File: config.mk
export PLATFORM = sky130hd
export DESIGN_NAME = vector_mem_sequencer
export DESIGN_NICKNAME = d
export VERILOG_FILES = /design/src/rtl/vector_mem_sequencer.sv
export SDC_FILE = /design/constraint.sdc
export NUM_CORES = 1
export LEC_CHECK = 0
export CORE_MARGIN = 3
export CORE_UTILIZATION = 44
export CTS_CLUSTER_SIZE = 14
export DETAILED_ROUTE_END_ITERATION = 7
export HOLD_SLACK_MARGIN = 0.15
export PLACE_DENSITY = 0.76
export SYNTH_ARGS = -nofsm -noshare
export SYNTH_HDL_FRONTEND = slang
export SYNTH_SLANG_ARGS = --single-unit
File: constraint.sdc
create_clock -name clk -period 2.9 [get_ports clk]
set_clock_uncertainty 0.05 [all_clocks]
set_input_delay 0.435 -clock clk [delete_from_list [all_inputs] [get_ports clk]]
set_output_delay 0.435 -clock clk [all_outputs]
set_load 0.005 [all_outputs]
File: src/rtl/vector_mem_sequencer.sv
// vector_mem_sequencer: owns the single 8-bit data-RAM port in the MEM stage.
// Scalar accesses pass straight through while idle. A 128-bit vector access
// is split into 16 byte beats, and the pipeline is stalled until it finishes.
// Optional feature macro: VMS_ALIGN_CHECK_EN. When it is defined, a vector
// base address that is not 16-byte aligned is rejected with a v_err pulse.
module vector_mem_sequencer #(
  parameter int ADDR_W = 16,
  parameter int LANES  = 16,
  parameter int RD_LAT = 1
) (
  input  logic                 clk,
  input  logic                 reset,
  input  logic                 s_req,
  input  logic                 s_we,
  input  logic [ADDR_W-1:0]    s_addr,
  input  logic [7:0]           s_wdata,
  output logic [7:0]           s_rdata,
  input  logic                 v_req,
  input  logic                 v_we,
  input  logic [ADDR_W-1:0]    v_addr,
  input  logic [LANES*8-1:0]   v_wdata,
  output logic [LANES*8-1:0]   v_rdata,
  output logic                 v_done,
  output logic                 v_err,
  output logic                 stall,
  output logic [ADDR_W-1:0]    ram_addr,
  output logic [7:0]           ram_wdata,
  output logic                 ram_wren,
  input  logic [7:0]           ram_q
);

  typedef enum logic [1:0] {IDLE, VWRITE, VREAD, VDRAIN} state_e;

  localparam logic [3:0] LastBeat = 4'(LANES - 1);

  state_e               state_q, state_d;
  logic [3:0]           cnt_q, cnt_d;
  logic [ADDR_W-1:0]    vbase_q, vbase_d;
  logic [LANES*8-1:0]   vbuf_q, vbuf_d;
  logic [LANES*8-1:0]   vrdata_q, vrdata_d;
  logic                 vdone_q, vdone_d;
  logic                 verr_q, verr_d;

  logic                 misaligned;
  logic [ADDR_W-1:0]    beatAddr;
  logic [3:0]           capLane;
  logic [ADDR_W-1:0]    ramAddr;
  logic [7:0]           ramWdata;
  logic                 ramWren;
  logic [7:0]           sRdata;
  logic                 busyStall;

`ifdef VMS_ALIGN_CHECK_EN
  assign misaligned = (v_addr[3:0] != 4'd0);
`else
  assign misaligned = 1'b0;
`endif

  // Beat address wraps modulo the address space; the read lane trails cnt by the RAM latency.
  assign beatAddr = vbase_q + ADDR_W'(cnt_q);
  assign capLane  = cnt_q - 4'(RD_LAT);

  // State register plus burst bookkeeping; reset aborts any burst in flight.
  always_ff @(posedge clk or negedge reset) begin
    if (!reset) begin
      state_q  <= IDLE;
      cnt_q    <= 4'd0;
      vbase_q  <= '0;
      vbuf_q   <= '0;
      vrdata_q <= '0;
      vdone_q  <= 1'b0;
      verr_q   <= 1'b0;
    end else begin
      state_q  <= state_d;
      cnt_q    <= cnt_d;
      vbase_q  <= vbase_d;
      vbuf_q   <= vbuf_d;
      vrdata_q <= vrdata_d;
      vdone_q  <= vdone_d;
      verr_q   <= verr_d;
    end
  end

  // Next-state and RAM port mux: scalar passthrough while idle, vector beats otherwise.
  always_comb begin
    state_d   = state_q;
    cnt_d     = cnt_q;
    vbase_d   = vbase_q;
    vbuf_d    = vbuf_q;
    vrdata_d  = vrdata_q;
    vdone_d   = 1'b0;
    verr_d    = 1'b0;
    ramAddr   = s_addr;
    ramWdata  = s_wdata;
    ramWren   = s_req & s_we;
    sRdata    = ram_q;
    busyStall = v_req & ~vdone_q;
    case (state_q)
      IDLE: begin
        if (v_req && !s_req && !vdone_q) begin
          if (misaligned) begin
            vdone_d = 1'b1;
            verr_d  = 1'b1;
          end else begin
            vbase_d = v_addr;
            vbuf_d  = v_wdata;
            cnt_d   = 4'd0;
            state_d = v_we ? VWRITE : VREAD;
          end
        end
      end
      VWRITE: begin
        ramAddr   = beatAddr;
        ramWdata  = vbuf_q[{cnt_q, 3'b000} +: 8];
        ramWren   = 1'b1;
        sRdata    = 8'd0;
        busyStall = 1'b1;
        cnt_d     = cnt_q + 4'd1;
        if (cnt_q == LastBeat) begin
          state_d = IDLE;
          vdone_d = 1'b1;
        end
      end
      VREAD: begin
        ramAddr   = beatAddr;
        ramWdata  = 8'd0;
        ramWren   = 1'b0;
        sRdata    = 8'd0;
        busyStall = 1'b1;
        if (cnt_q != 4'd0) begin
          vrdata_d[{capLane, 3'b000} +: 8] = ram_q;
        end
        cnt_d = cnt_q + 4'd1;
        if (cnt_q == LastBeat) begin
          state_d = VDRAIN;
        end
      end
      VDRAIN: begin
        ramAddr   = beatAddr;
        ramWdata  = 8'd0;
        ramWren   = 1'b0;
        sRdata    = 8'd0;
        busyStall = 1'b1;
        vrdata_d[{LastBeat, 3'b000} +: 8] = ram_q;
        cnt_d   = 4'd0;
        state_d = IDLE;
        vdone_d = 1'b1;
      end
      default: begin
        state_d = IDLE;
      end
    endcase
  end

  // Write enable and stall are forced low as soon as reset asserts, without waiting for a clock.
  assign ram_addr  = ramAddr;
  assign ram_wdata = ramWdata;
  assign ram_wren  = reset & ramWren;
  assign stall     = reset & busyStall;
  assign s_rdata   = sRdata;
  assign v_rdata   = vrdata_q;
  assign v_done    = vdone_q;
  assign v_err     = verr_q;

endmodule

==> results of run 1 <==
## per-layer routing
metal  global-route usage  vias to the layer above  wire [um]  share of wire
met5                    0                        -         35        0.00094
met4               0.0416                        6        594          0.016
met3               0.0616                       51       3130          0.084
met2                0.398                      339      18500           0.50
met1                0.288                     4743      14900           0.40
li1                     -                     4215          -              -
## cells by family (layout without fill, tap and decap cells)
group	Yosys count	in the layout	share of synthesized area
other	1	1	0.000291
AND/OR/NAND/NOR	152	152	0.0678
multiplexers	293	293	0.282
XOR/XNOR	17	17	0.0136
adder cells (fa/ha/maj)	16	16	0.0161
flip-flops	279	279	0.542
buffers and inverters	82	526	0.0273
AO/OA/AOI/OAI	93	93	0.0505
## cell type report
cell class	count	area, sq um
inverter	36	143
sequential	279	6990
multi-input combinational	572	6140
tap	384	480
clock inverter	10	108
fill	2112	9590
clock buffer	45	898
timing repair buffer	435	4430
## placed cells by master, fill, tap and decap left out, types with 5 or more instances in the layout
master	Yosys	final
o21ai_1	2	18
a221oi_2	1	7
mux4_2	32	32
clkinv_2	0	6
ha_4	0	7
mux2i_1	19	18
buf_12	0	19
clkbuf_16	0	31
buf_6	2	16
mux2_2	239	200
nor2_2	4	5
a22o_1	16	14
ha_1	15	7
mux2_4	0	42
clkbuf_1	23	7
buf_2	14	17
nand3_1	25	21
clkdlybuf4s50_1	0	319
and2_1	36	36
o21ai_0	42	21
dfrtp_1	279	276
inv_1	36	32
clkbuf_8	0	7
nor2_1	8	7
xor2_1	7	5
buf_4	3	50
nand2_1	42	42
xnor2_1	8	5
## final timing paths
| check | end | slack [ps] | cells after the start |
|---|---|---|---|
| setup / recovery | ram_wdata[0] | -210 | 9 |
| hold / removal | v_rdata[112]$_DFFE_PN0P_ | 390 | 2 |
| setup reg to reg | v_rdata[71]$_DFFE_PN0P_ | -10 | 13 |
| hold reg to reg | v_rdata[11]$_DFFE_PN0P_ | 450 | 1 |
| max in group asynchronous | vbuf_q[121]$_DFFE_PN0P_ | 820 | 4 |
| min in group clk | vbase_q[4]$_DFFE_PN0P_ | 400 | 3 |
## through the flow
stage | hold slack, ps | setup TNS [ps] | area (sq um) | setup slack, ps | instances
3_3_place_gp | 283 | -30440 | 17100 | -342 | 1672
2_1_floorplan | 89.4 | 0 | 12900 | 14.9 | 933
3_5_place_dp | 285 | -40210 | 17100 | -427 | 1672
5_1_grt | 397 | -6640 | 19200 | -312 | 1761
4_1_cts | 356 | -2030 | 18800 | -196 | 1753
6_report | 388 | -1990 | 19200 | -211 | 1761
## state kept, by name (all words and copies together) (netlist names)
register and flops:
state_q 2, vbase_q 16, v_done 1, cnt_q 4
vbuf_q 128, v_rdata 128
## power by group through the flow
stage / clock, mW / sequential (mW) / combinational [mW]
2_1_floorplan: 0 / 5.98 / 4.13
3_3_place_gp: 0 / 6.22 / 6.90
3_5_place_dp: 0 / 6.29 / 7.04
4_1_cts: 3.92 / 6.26 / 7.88
5_1_grt: 4.09 / 6.44 / 8.70
6_report: 3.85 / 6.27 / 8.11
## timing repair
action / 4_1_cts / 5_1_grt
hold endpoints to repair: 34 / 0
hold buffers: 1 / 0
gates resized for setup: 179 / 78
pin swaps: 35 / 41
gates cloned: 4 / 0
buffers inserted: 22 / 13
endpoints found under the setup margin: 154 / 143
## cell usage after synthesis (all sizes together) (7+ instances only)
cell	number	area share
a221oi	9	0.0066
a22o	16	0.011
and2	36	0.017
buf	23	0.010
clkbuf	23	0.0067
dfrtp	279	0.54
ha	15	0.015
inv	36	0.010
mux2	242	0.21
mux2i	19	0.015
mux4	32	0.056
nand2	42	0.012
nand3	25	0.0097
nor2	15	0.0069
o21ai	44	0.017
xnor2	10	0.0088
xor2	7	0.0048
==> results.txt, run 1 <==
Syn Area/Cell - 13.8 sq um
WP buf/inv - 5
violated checks - setup timing
CP top delay family - buffers and inverters
die width - 177 um
worst r2r src - cnt_q[0]$_DFFE_PN0P_
GRT Util Overall - 0.228
Initial DRT Pass Iterations - 5
gr ovfl total - 0
routability cong. - 0.818
largest net degree at the start of global routing - 124
Overall Power - 18.2 mW
EDFF count, synth - 0
Clk pwr share - 0.211
Worst setup SP type - flip-flop
CTS buffer count - 30
vias in the first global route - 9725
fin crit period - 3110 ps
power per standard cell area - 950 nW/um^2
CTS Sinks - 279
Inserted Diodes - 0
Placeable Area - 28800 sq um
slowest stage delay, CP - 440 ps
Post-Route WL - 37.1 mm
VDD IR max - 0.000587 V
wire per inst - 21.1 um
Netlist cell types - 59
Fmax achieved - 0.321 GHz
Main synth FF type - dfrtp_1
period utilization - 1.07
Clock transition at path regs - 60 ps
Yosys Warn Count - 0
maxcap violations - 0
crit path max fanout - 4
Final Slew Violations - 0
nature of the critical path endpoint - output port
first-pass GRT wire length - 55.7 mm
row count - 62
die area - 31400 sq um
Worst EP required - 2410 ps
Nets - 1552
Clk Tree Root Cell - clkbuf_16
Switch Pwr - 5.86 mW
Core Util, Final - 0.667
vias - 9354
CTS tree - done
cell area after synthesis - 12900 sq um
Starting Density - 0.448
Crit. Startpoint - cnt_q[0]$_DFFE_PN0P_
status - finished with violations
sequential area share after synthesis - 0.542
Final Hold Fails - 0
fin worst setup slack - -211 ps
Yosys reg bits - 279
I/O Buffers - 344
slowest stage cell on the critical path - dfrtp_2
initial antenna violation count - 3
Async SR Flop Fraction - 1.00
Clock Latency Late Sink - 550 ps
Die Height - 177 um
worst slew pin tran - 750 ps
Comb pwr share - 0.445
htree depth - 1
antenna violation net count after detailed routing - 0
dpl hpwl - 26.3 mm
Final setup violation count - 20
Cells after Synth - 933
Crit Path Class - flip-flop to output port
Sequential Power Share - 0.344
DRT iter0 DRCs - 464
switching power share of the total - 0.321
DRC violation count after routing - 0
Slew headroom - 0.498
P_int - 12.4 mW
area grow syn2layout - 49.0%
num ports - 346
leakage - 8.26 nW
WP data arrival - 2630 ps
Max Buffers Root-to-Sink - 3
crit path cell chain - buf_12 -> buf_12 -> buf_6 -> mux4_2 -> a22o_4 -> a221oi_2 -> buf_4 -> o21ai_2 -> buf_2
most used cell, CP - buf_12
Syn Nets - 1131
detail-routed via count per cell - 5.31
fraction of layout cells with a size suffix above 1 - 0.369
Hold WC Path Type - primary input to async pin
RSZ-0062 raised after global routing - yes
Power figures use the tool's default switching activity.
==> run 2: changes to the inputs <==
--- a/config.mk
+++ b/config.mk
@@ -7,6 +7,7 @@
 export LEC_CHECK = 0
 export CORE_MARGIN = 3
 export CORE_UTILIZATION = 44
+export CTS_CLUSTER_DIAMETER = 30
 export CTS_CLUSTER_SIZE = 14
 export DETAILED_ROUTE_END_ITERATION = 7
 export HOLD_SLACK_MARGIN = 0.15
==> run 2 against run 1 <==
The run still ends with setup timing left. Non-clock buffer count increased by 1. Highest routed layer unchanged. Global-route usage increased by 1.2 points. Wire length increased by 3.4%. Setup slack got worse by 11 ps. Hold slack got worse by 44 ps. First-iteration DRC count increased by 12%.
==> results.txt, run 2 (synthesis gave the netlist of run 1 again) <==
slowest stage cell on the critical path - mux4_2 (was dfrtp_2)
Clock transition at path regs - 50 ps (was 60 ps)
WP data arrival - 2640 ps (was 2630 ps)
Initial DRT Pass Iterations - 5 (unchanged)
gr ovfl total - 0 (unchanged)
area grow syn2layout - 56.6% (was 49.0%)
dpl ws - -427 ps (unchanged)
Slew headroom - 0.432 (was 0.498)
fin crit period - 3120 ps (was 3110 ps)
first-pass GRT wire length - 58.2 mm (was 55.7 mm)
I/O Buffers - 344 (unchanged)
reg-to-reg slack, setup - 60 ps (was -10 ps)
routability cong. - 0.818 (unchanged)
status - finished with violations (unchanged)
commonest non-fill, non-tap cell in the layout - clkdlybuf4s50_1 (unchanged)
Nets - 1582 (was 1552)
Clk Tree Root Cell - clkbuf_16 (unchanged)
row count - 62 (unchanged)
CTS Sinks - 279 (unchanged)
DRT iter0 DRCs - 518 (was 464)
VDD IR max - 0.000779 V (was 0.000587 V)
Worst EP required - 2410 ps (about the same)
setup_tns - -1940 ps (was -1990 ps)
CTS tree - done (unchanged)
Final Hold Fails - 0 (unchanged)
RSZ-0062 raised after global routing - yes (unchanged)
Min Hold Slack - 343 ps (was 388 ps)
fin worst setup slack - -222 ps (was -211 ps)
htree depth - 2 (was 1)
crit path cell chain - buf_12 -> buf_12 -> buf_8 -> mux4_2 -> a22o_4 -> a221oi_4 -> buf_4 -> o21ai_2 -> buf_2 (was buf_12 -> buf_12 -> buf_6 -> mux4_2 -> a22o_4 -> a221oi_2 -> buf_4 -> o21ai_2 -> buf_2)
Hold WC Path Type - primary input to async pin (unchanged)
slowest stage delay, CP - 440 ps (about the same)
Final setup violation count - 16 (was 20)
antenna violation net count after detailed routing - 0 (unchanged)
CP top delay family - buffers and inverters (unchanged)
Fmax achieved - 0.320 GHz (was 0.321 GHz)
violated checks - setup timing (unchanged)
Placeable Area - 28800 sq um (unchanged)
worst slew pin tran - 852 ps (was 750 ps)
maxcap violations - 0 (unchanged)
largest net degree at the start of global routing - 124 (unchanged)
nature of the critical path endpoint - output port (unchanged)
Clock Latency Late Sink - 560 ps (was 550 ps)
most frequent cells in the layout - 318 x clkdlybuf4s50_1, 276 x dfrtp_1, 208 x mux2_2 (was 319 x clkdlybuf4s50_1, 276 x dfrtp_1, 200 x mux2_2)
DRC violation count after routing - 0 (unchanged)
Worst setup SP type - flip-flop (unchanged)
dpl hpwl - 26.3 mm (unchanged)
most used cell, CP - buf_12 (unchanged)
CTS buffer count - 59 (was 30)
Overall Power - 21.3 mW (was 18.2 mW)
num ports - 346 (unchanged)
fraction of layout cells with a size suffix above 1 - 0.396 (was 0.369)
worst r2r src - cnt_q[0]$_DFFE_PN0P_ (unchanged)
GRT Util Overall - 0.240 (was 0.228)
period utilization - 1.08 (was 1.07)
Crit Path Class - flip-flop to output port (unchanged)
Inserted Diodes - 0 (unchanged)
WP buf/inv - 5 (unchanged)
R2R cell count - 12 (was 13)
vias in the first global route - 10200 (was 9725)
die width - 177 um (unchanged)
Max Buffers Root-to-Sink - 3 (unchanged)
crit path max fanout - 5 (was 4)
Die Height - 177 um (unchanged)
vias - 9602 (was 9354)
Post-Route WL - 38.3 mm (was 37.1 mm)
die area - 31400 sq um (unchanged)
Final Slew Violations - 0 (unchanged)
detail-routed via count per cell - 5.28 (was 5.31)
leakage - 8.73 nW (was 8.26 nW)
initial antenna violation count - 3 (unchanged)
Starting Density - 0.448 (unchanged)
reg-to-reg endpoint - v_rdata[68]$_DFFE_PN0P_ (was v_rdata[71]$_DFFE_PN0P_)
wire per inst - 21.1 um (about the same)
power per standard cell area - 1060 nW/um^2 (was 950 nW/um^2)
==> run 2: final cells by class <==
cell class / count / area (sq um)
multi-input cells: 572 / 6110
fillers: 1962 / 8610
flip-flops and latches: 279 / 6990
inverters: 36 / 139
repair buffers: 436 / 4370
well taps: 384 / 480
clock buffers: 68 / 1550
clock inverters: 43 / 541
==> run 2: power breakdown <==
group | switching (mW) | leakage (nW) | internal (mW)
Combinational | 3.41 | 4.28 | 4.70
Clock | 2.25 | 1.00 | 4.65
Sequential | 0.957 | 3.45 | 5.34
Total | 6.62 | 8.73 | 14.7
==> run 2: metal layers <==
| metal | wire, um | share of wire | global-route usage |
|---|---|---|---|
| met5 | 31 | 0.00081 | 0 |
| met4 | 785 | 0.020 | 0.0556 |
| met3 | 3390 | 0.089 | 0.0761 |
| met2 | 19200 | 0.50 | 0.420 |
| met1 | 14900 | 0.39 | 0.290 |
==> run 2: repair_timing <==
| item | in CTS | in global routing |
|---|---|---|
| endpoints found under the setup margin | 154 | 142 |
| cloned | 4 | 0 |
| pin swaps | 37 | 38 |
| hold buffers | 1 | 0 |
| setup buffers | 27 | 16 |
| resized for setup | 194 | 51 |
| endpoints found under the hold margin | 34 | 0 |
==> run 2: how the worst max path moves through the flow <==
stage               cells past startpoint  slack, ps                      end              startpoint
finish                                  9       -220             ram_wdata[7]    cnt_q[0]$_DFFE_PN0P_
global route                           11       -350             ram_addr[10]  vbase_q[0]$_DFFE_PN0P_
CTS                                    11       -240             ram_addr[14]    cnt_q[0]$_DFFE_PN0P_
floorplan                               9         10             ram_addr[10]    cnt_q[1]$_DFFE_PN0P_
global placement                       10       -340  v_rdata[82]$_DFFE_PN0P_    cnt_q[0]$_DFFE_PN0P_
detailed placement                     10       -430  v_rdata[77]$_DFFE_PN0P_    cnt_q[0]$_DFFE_PN0P_
==> run 2: through the flow <==
step | cells | cell area, sq um | utilization
3_5_place_dp | 1672 | 17100 | 0.596
3_3_place_gp | 1672 | 17100 | 0.596
2_1_floorplan | 933 | 12900 | -
4_1_cts | 1814 | 20000 | 0.696
5_1_grt | 1818 | 20200 | 0.701
6_report | 1818 | 20200 | 0.701
==> run 3: changes to the inputs <==
--- a/config.mk
+++ b/config.mk
@@ -6,12 +6,13 @@
 export NUM_CORES = 1
 export LEC_CHECK = 0
 export CORE_MARGIN = 3
-export CORE_UTILIZATION = 44
+export CORE_UTILIZATION = 45
+export CTS_BUF_LIST = sky130_fd_sc_hd__clkbuf_4
 export CTS_CLUSTER_DIAMETER = 30
 export CTS_CLUSTER_SIZE = 14
 export DETAILED_ROUTE_END_ITERATION = 7
 export HOLD_SLACK_MARGIN = 0.15
-export PLACE_DENSITY = 0.76
+export PLACE_DENSITY = 0.77
 export SYNTH_ARGS = -nofsm -noshare
 export SYNTH_HDL_FRONTEND = slang
 export SYNTH_SLANG_ARGS = --single-unit
==> run 3 against run 2 <==
The run still ends with setup timing left. Setup slack worse by 160 ps. Total power is 16% lower. Count of clock-buffer cells in the layout is 8 lower. Critical endpoint is now ram_wdata[1]. Non-clock buffer count is 11 higher. Die area is 2.1% lower.
==> results.txt, run 3 (synthesis gave the netlist of run 1 again) <==
status - finished with violations (unchanged)
violated checks - setup timing (unchanged)
Comb pwr share - 0.456 (was 0.381)
Post-Route WL - 38.9 mm (was 38.3 mm)
Nets - 1591 (was 1582)
Worst Setup EP - ram_wdata[1] (was ram_wdata[7])
Top Usage Layer GRT - met2 (unchanged)
worst r2r src - cnt_q[0]$_DFFE_PN0P_ (unchanged)
period utilization - 1.13 (was 1.08)
CTS buffer count - 57 (was 59)
Initial DRT Pass Iterations - 5 (unchanged)
DRC violation count after routing - 0 (unchanged)
Overall Power - 18.0 mW (was 21.3 mW)
fill cell count - 2043 (was 1962)
R2R cell count - 11 (was 12)
met3 GRT Util - 0.0745 (was 0.0761)
fin crit period - 3280 ps (was 3120 ps)
routability cong. - 0.845 (was 0.818)
reg-to-reg endpoint - v_rdata[49]$_DFFE_PN0P_ (was v_rdata[68]$_DFFE_PN0P_)
power per standard cell area - 948 nW/um^2 (was 1060 nW/um^2)
reg-to-reg slack, setup - -20 ps (was 60 ps)
wire per inst - 21.3 um (was 21.1 um)
die area - 30700 sq um (was 31400 sq um)
P_int - 11.8 mW (was 14.7 mW)
leakage - 8.25 nW (was 8.73 nW)
Switch Pwr - 6.14 mW (was 6.62 mW)
CTS tree - done (unchanged)
dpl hpwl - 27.2 mm (was 26.3 mm)
Clock transition at path regs - 90 ps (was 50 ps)
Starting Density - 0.460 (was 0.448)
VDD IR max - 0.000570 V (was 0.000779 V)
area grow syn2layout - 47.1% (was 56.6%)
Final setup violation count - 23 (was 16)
GRT met1 Usage - 0.289 (was 0.290)
Crit. Startpoint - cnt_q[0]$_DFFE_PN0P_ (unchanged)
first-pass GRT wire length - 58.4 mm (was 58.2 mm)
RSZ-0062 raised after global routing - yes (unchanged)
most frequent cells in the layout - 319 x clkdlybuf4s50_1, 275 x dfrtp_1, 238 x mux2_2 (was 318 x clkdlybuf4s50_1, 276 x dfrtp_1, 208 x mux2_2)
die width - 175 um (was 177 um)
GRT Util Overall - 0.245 (was 0.240)
crit path cell chain - buf_8 -> buf_12 -> buf_16 -> mux4_2 -> a22o_1 -> a221oi_2 -> buf_4 -> o21ai_2 -> buf_2 (was buf_12 -> buf_12 -> buf_8 -> mux4_2 -> a22o_4 -> a221oi_4 -> buf_4 -> o21ai_2 -> buf_2)
vias in the first global route - 10100 (was 10200)
fraction of layout cells with a size suffix above 1 - 0.392 (was 0.396)
Worst EP required - 2410 ps (about the same)
WP data arrival - 2790 ps (was 2640 ps)
vias - 9658 (was 9602)
htree depth - 2 (unchanged)
crit path max fanout - 5 (unchanged)
Slew headroom - 0.559 (was 0.432)
num ports - 346 (unchanged)
initial antenna violation count - 6 (was 3)
slowest stage delay, CP - 430 ps (was 440 ps)
Worst setup SP type - flip-flop (unchanged)
gr ovfl total - 0 (unchanged)
Clk pwr share - 0.196 (was 0.324)
storage element area - 6990 sq um (about the same)
Sequential Power Share - 0.348 (was 0.296)
detail-routed via count per cell - 5.29 (was 5.28)
Placeable Area - 28000 sq um (was 28800 sq um)
slowest stage cell on the critical path - dfrtp_2 (was mux4_2)
Final Hold Fails - 0 (unchanged)
commonest non-fill, non-tap cell in the layout - clkdlybuf4s50_1 (unchanged)
switching power share of the total - 0.342 (was 0.310)
row count - 61 (was 62)
Crit Path Class - flip-flop to output port (unchanged)
Clk Tree Root Cell - clkbuf_4 (was clkbuf_16)
setup_tns - -5140 ps (was -1940 ps)
nature of the critical path endpoint - output port (unchanged)
Core Util, Final - 0.676 (was 0.701)
Max Buffers Root-to-Sink - 3 (unchanged)
Fmax achieved - 0.305 GHz (was 0.320 GHz)
Final Slew Violations - 0 (unchanged)
maxcap violations - 0 (unchanged)
Die Height - 175 um (was 177 um)
Hold WC Path Type - primary input to flip-flop (was primary input to async pin)
I/O Buffers - 344 (unchanged)
Clock Latency Late Sink - 680 ps (was 560 ps)
multi-input logic area - 5910 sq um (was 6110 sq um)
antenna violation net count after detailed routing - 0 (unchanged)
M2 GR Usage - 0.428 (was 0.420)
worst slew pin tran - 660 ps (was 852 ps)
CTS Sinks - 279 (unchanged)
largest net degree at the start of global routing - 121 (was 124)
Min Hold Slack - 250 ps (was 343 ps)
fin worst setup slack - -378 ps (was -222 ps)
DRT iter0 DRCs - 621 (was 518)
## run 3: changes by cell type in the layout (fill, tap and decap cells not counted), sizes merged, moves of 2 or more
cell         change
inv              +2
buf             +10
bufbuf           +2
dlygate4sd2      -3
diode            +4
clkbuf           -6
clkinv           +4
bufinv           -2
## run 3: final cells by class
| cell class | count | area share |
|---|---|---|
| antenna | 4 | 0.000528 |
| clock buffer | 60 | 0.0238 |
| clock inverter | 48 | 0.0256 |
| inverter | 36 | 0.00733 |
| multi-input combinational | 572 | 0.312 |
| sequential | 279 | 0.369 |
| tap | 378 | 0.0250 |
| timing repair buffer | 447 | 0.237 |
## run 3: worst max-delay path: cells and delay by family (launching register included)
kind                   cells  cell delay, ps
AO/OA/AOI/OAI              3             560
flip-flops                 1             430
multiplexers               1             410
buffers and inverters      5             700
## run 3: how the worst min path moves through the flow
stage                         start                     end  slack, ps  cells past startpoint
after floorplan               reset    cnt_q[0]$_DFFE_PN0P_         90                      0
after global placement        reset  vbase_q[3]$_DFFE_PN0P_        280                      1
after detailed placement      reset  vbase_q[3]$_DFFE_PN0P_        280                      1
after CTS                 v_addr[4]  vbase_q[4]$_DFFE_PN0P_        220                      3
after global routing      v_addr[1]  vbase_q[1]$_DFFE_PN0P_        220                      3
final                     v_addr[4]  vbase_q[4]$_DFFE_PN0P_        250                      3
## run 3: through the flow
| step | cells | cell area, sq um | worst slack (ps) |
|---|---|---|---|
| 3_5_place_dp | 1664 | 17100 | -191 |
| 5_1_grt | 1824 | 18900 | -523 |
| 4_1_cts | 1802 | 18700 | -390 |
| 6_report | 1824 | 18900 | -378 |
| 2_1_floorplan | 933 | 12900 | 14.9 |
| 3_3_place_gp | 1664 | 17100 | -155 |
## run 3: power by group through the flow
stage	clock, mW	combinational, mW	sequential [mW]
after floorplan	0	4.13	5.98
after global placement	0	6.90	6.22
after detailed placement	0	7.10	6.29
after CTS	3.61	7.94	6.24
after global routing	3.79	8.78	6.40
final	3.52	8.18	6.25
## run 3: per-layer routing
metal,vias up,part of all wire
met5,-,0.00041
met4,4,0.032
met3,84,0.087
met2,387,0.51
met1,4843,0.37
li1,4340,-
## run 3: timing repair
item | in CTS | in global routing
cloned | 5 | 0
setup endpoints to repair | 28 | 138
hold buffers | 2 | 0
endpoints found under the hold margin | 159 | 0
buffers inserted | 23 | 21
resized for setup | 161 | 41
pin swaps | 32 | 28
==> RTL edit 1: new RTL, flow settings as in run 2 <==
`LANES`: 16 -> 24.
--- a/src/rtl/vector_mem_sequencer.sv
+++ b/src/rtl/vector_mem_sequencer.sv
@@ -5,7 +5,7 @@
 // base address that is not 16-byte aligned is rejected with a v_err pulse.
 module vector_mem_sequencer #(
   parameter int ADDR_W = 16,
-  parameter int LANES  = 16,
+  parameter int LANES  = 24,
   parameter int RD_LAT = 1
 ) (
   input  logic                 clk,
Ports: changed (resized v_rdata and v_wdata); port bits go from 346 to 474. No check against the original RTL was run, so the function may have changed too.
==> RTL edit 1 against run 2 <==
The run still ends with negative setup slack left; area after synthesis is 16% higher; sequential cell count increased by 64; final area grew 14%; core utilization down 0.64 points; setup slack got worse by 140 ps; routed wire length is 16% higher; critical path depth fell by 2; power increased by 11%.
==> RTL edit 1: results (changes against run 2) <==
Detailed placement HPWL = 30900 um (was 26300 um)
Routability congestion estimate = 0.835 (was 0.818)
Num CTS Buffers = 72 (was 59)
Setup WS post-layout = -361 ps (was -222 ps)
First-pass GRT wire length = 67600 um (was 58200 um)
Crit path largest cell delay = 530 ps (was 440 ps)
Yosys Warn Count = 0 (unchanged)
Pre-CTS WS = -346 ps (was -427 ps)
All-layer global routing usage = 24.2% (was 24.0%)
Nets = 1790 (was 1582)
R2R Setup Slk = 50 ps
Synth cell count leaders = dfrtp_1 (343), mux2_2 (287), clkbuf_1 (70) (was dfrtp_1 (279), mux2_2 (239), nand2_1 (42), o21ai_0 (42))
H-Tree Depth = 3 (was 2)
Initial antenna violation count = 2 (was 3)
Area contributors post-synth = dfrtp_1 (57%), mux2_2 (22%), mux4_2 (6.0%) (was dfrtp_1 (54%), mux2_2 (21%), mux4_2 (5.6%))
Placed Area = 19900 sq um (was 17100 sq um)
Non-Filler Instances = 2029 (was 1818)
Compound-cell area share of the yosys netlist = 3.96% (was 5.05%)
Largest net degree at the start of global routing = 170 (was 124)
FILL cells = 2207 (was 1962)
Total negative slack = -3670 ps (was -1940 ps)
Max-slew headroom = 39.9% (was 43.2%)
Avg Inst Size Synth = 14.4 sq um (was 13.8 sq um)
Total routed wirelength = 44600 um (was 38300 um)
Post-Syn Nets = 1302 (was 1131)
Post-Synth XOR/XNOR Area = 0.868% (was 1.36%)
Family with the most delay on the worst path = multiplexers (was buffers and inverters)
Status = complete, but fails checks (unchanged)
Port bufs = 408 (was 344)
Worst EP arrival = 2780 ps (was 2640 ps)
Multiplexer area fraction after synthesis = 27.6% (was 28.2%)
Maximum vdd drop = 517 uV (was 779 uV)
Vias in the first global route = 11.7k (was 10.2k)
Proportion of layout cells with a drive suffix above 1 = 39.4% (was 39.6%)
Min-delay worst type = in2async (unchanged)
Drt pass-1 iters = 5 (unchanged)
Routed via count = 10.8k (was 9602)
# setup viols final = 17 (was 16)
CP max stage cell = mux4_2 (unchanged)
Initial DRC Count = 522 (was 518)
Worst setup endpoint = ram_wdata[4] (was ram_wdata[7])
Synth unique cells = 58 (was 59)
Hold slack final = 299 ps (was 343 ps)
Synth Area in Adders = 1.39% (was 1.61%)
Critical R2R Capture = v_rdata[63]$_DFFE_PN0P_ (was v_rdata[68]$_DFFE_PN0P_)
Lkg Pwr = 9.71 nW (was 8.73 nW)
Failing checks = negative setup slack (unchanged)
Post-Place Cells = 1868 (was 1672)
Sequential area share after synthesis = 57.3% (was 54.2%)
RTL edit 1: changes by cell type after synthesis, sizes merged, moves of 16 or more:
cell / delta
clkbuf: +47
mux2: +45
inv: -16
o21ai: -18
and2: -26
mux2i: -19
dfrtp: +64
RTL edit 1: layout make-up:
class	count	area [sq um]	area share (%)
timing repair buffer	498	4960	21.6
tap	442	553	2.41
multi-input combinational	593	6300	27.5
sequential	343	8590	37.4
inverter	20	78.8	0.344
clock buffer	86	1960	8.53
antenna	1	2.50	0.0109
clock inverter	46	502	2.19
RTL edit 1: report_power, final:
part / leakage, nW / total (mW) / internal [mW] / switching, mW
combinational: 4.29 / 8.08 / 4.55 / 3.53
sequential: 4.24 / 7.32 / 6.33 / 0.988
clock: 1.18 / 8.18 / 5.43 / 2.75
total: 9.71 / 23.6 / 16.3 / 7.27
RTL edit 1: metal layers:
layer	vias to the layer above	share of wire [%]	global-route usage [%]
li1	4774	-	-
met1	5513	38	28.1
met2	463	50	41.3
met3	93	8.4	8.03
met4	2	3.5	10.2
met5	-	0.020	0
RTL edit 1: cell families after synthesis:
group | after synthesis
DFF | 343
muxes | 327
and+or+nand+nor | 153
buffers and inverters | 105
AOI/OAI and AO/OA | 84
adders and majority gates | 16
xor gates and xnor gates | 11
other | 1
RTL edit 1: what timing repair did:
action                                 in CTS  in global routing
setup buffers                              13                 12
endpoints found under the hold margin      30                  0
setup endpoints to repair                  97                 40
gates resized for setup                   111                 68
cloned                                      4                  0
hold buffers                                1                  0
pin swaps                                  22                 35
RTL edit 1: worst reg2reg max path, delay by kind of cell, from the launching register on:
kind | cells | cell delay [ps]
adder cells (fa/ha/maj) | 1 | 230
flip-flops | 1 | 430
AO/OA/AOI/OAI | 3 | 750
AND/OR/NAND/NOR | 2 | 390
buffers and inverters | 6 | 910
==> RTL edit 2: new RTL, flow settings as in run 2 <==
Made on the original files. Encoding of `state_e`: now Gray code (2 bits for 4 states).
--- a/src/rtl/vector_mem_sequencer.sv
+++ b/src/rtl/vector_mem_sequencer.sv
@@ -29,7 +29,7 @@
   input  logic [7:0]           ram_q
 );
 
-  typedef enum logic [1:0] {IDLE, VWRITE, VREAD, VDRAIN} state_e;
+  typedef enum logic [1:0] {IDLE = 2'b00, VWRITE = 2'b01, VREAD = 2'b11, VDRAIN = 2'b10} state_e;
 
   localparam logic [3:0] LastBeat = 4'(LANES - 1);
 
Check against the original RTL: no difference found for any inputs over 4 cycles, from zero or initial values and one cycle with reset low; so few cycles prove little.
==> RTL edit 2 against run 2 <==
The run still ends with negative setup slack left; area after synthesis is 2.5% higher; routed wire length up 6.5%; power decreased by 3.7%; setup slack improved by 75 ps; final area up 0.37%; first-iteration DRC count is 0.19% higher; core utilization down 0.67 points; sequential cell count unchanged; non-clock buffer count increased by 16; worst hold slack got worse by 93 ps; critical path type unchanged; highest routed layer unchanged.
==> RTL edit 2: results (changes against run 2) <==
Metal2 WL = 20500 um (was 19200 um)
Multiplexer area fraction after synthesis = 27.7% (was 28.2%)
Wire length on met1 = 15600 um (was 14900 um)
Synth Area in Adders = 1.57% (was 1.61%)
Met2 Use GR = 43.2% (was 42.0%)
FILL cells = 2053 (was 1962)
Crit path largest cell delay = 400 ps (was 440 ps)
Post-Syn Nets = 1211 (was 1131)
Maximum vdd drop = 557 uV (was 779 uV)
Nets = 1669 (was 1582)
Setup bufs post-CTS = 29 (was 27)
Met3 Usage GRT = 7.77% (was 7.61%)
Status = complete, but fails checks (unchanged)
GRT met1 Usage = 30.1% (was 29.0%)
Routed via count = 10.2k (was 9602)
Family with the most delay on the worst path = adder cells (was buffers and inverters)
# setup viols final = 15 (was 16)
Compound-cell area share of the yosys netlist = 4.50% (was 5.05%)
Pre-CTS WS = -251 ps (was -427 ps)
Num CTS Buffers = 55 (was 59)
Max-slew headroom = 40.6% (was 43.2%)
Area contributors post-synth = dfrtp_1 (53%), mux2_2 (22%), mux4_2 (5.5%) (was dfrtp_1 (54%), mux2_2 (21%), mux4_2 (5.6%))
Lkg Pwr = 8.89 nW (was 8.73 nW)
Synth unique cells = 53 (was 59)
R2R Setup Slk = 80 ps (was 60 ps)
Detailed placement HPWL = 28500 um (was 26300 um)
Setup WS post-layout = -147 ps (was -222 ps)
CTS-repair resized insts = 156 (was 194)
Post-Synth XOR/XNOR Area = 1.21% (was 1.36%)
Routability congestion estimate = 0.847 (was 0.818)
Initial DRC Count = 519 (was 518)
All-layer global routing usage = 25.1% (was 24.0%)
Initial antenna violation count = 6 (was 3)
Critical R2R Capture = v_rdata[43]$_DFFE_PN0P_ (was v_rdata[68]$_DFFE_PN0P_)
First-pass GRT wire length = 61900 um (was 58200 um)
Failing checks = negative setup slack (unchanged)
Total negative slack = -1110 ps (was -1940 ps)
[RTL edit 2: cell types whose count changed in the layout (fill, tap and decap cells not counted), sizes merged, moves of 9 or more]
| cell | change |
|---|---|
| a221oi | -9 |
| a22o | -16 |
| a31oi | +17 |
| buf | +15 |
| mux2 | +12 |
| mux2i | -11 |
| nand2 | +55 |
| nand3 | -18 |
| nor3 | +21 |
| o21ai | -17 |
[RTL edit 2: through the flow]
step                cells  power [mW]  cell area [sq um]  hold WS [ps]
floorplan            1013        10.1              13200          89.4
global placement     1765        13.0              17700           240
detailed placement   1765        13.3              17700           244
CTS                  1895        20.4              20100           246
global route         1898        21.6              20200           273
finish               1898        20.5              20200           250
[RTL edit 2: where the power goes]
group,switching [mW],total [mW],internal [mW]
Combinational,3.68,8.07,4.39
Clock,2.11,6.48,4.37
Sequential,0.820,5.98,5.16
[RTL edit 2: layout make-up]
type / count / area share [%]
clock buffers: 68 / 7.38
inverters: 30 / 0.556
well taps: 384 / 2.37
clock inverters: 29 / 2.10
multi-input cells: 653 / 30.6
flip-flops and latches: 279 / 34.5
diodes: 3 / 0.0371
repair buffers: 452 / 22.5
[RTL edit 2: worst max path at each step]
stage | slack [ps] | depth (start not counted) | startpoint | to
after CTS | -190 | 10 | cnt_q[0]$_DFFE_PN0P_ | ram_addr[14]
after global routing | -300 | 10 | cnt_q[0]$_DFFE_PN0P_ | ram_addr[14]
final | -150 | 11 | cnt_q[0]$_DFFE_PN0P_ | ram_addr[10]
after detailed placement | -250 | 8 | cnt_q[0]$_DFFE_PN0P_ | ram_addr[11]
after global placement | -200 | 9 | cnt_q[0]$_DFFE_PN0P_ | ram_wdata[1]
after floorplan | 5 | 11 | cnt_q[1]$_DFFE_PN0P_ | v_rdata[112]$_DFFE_PN0P_
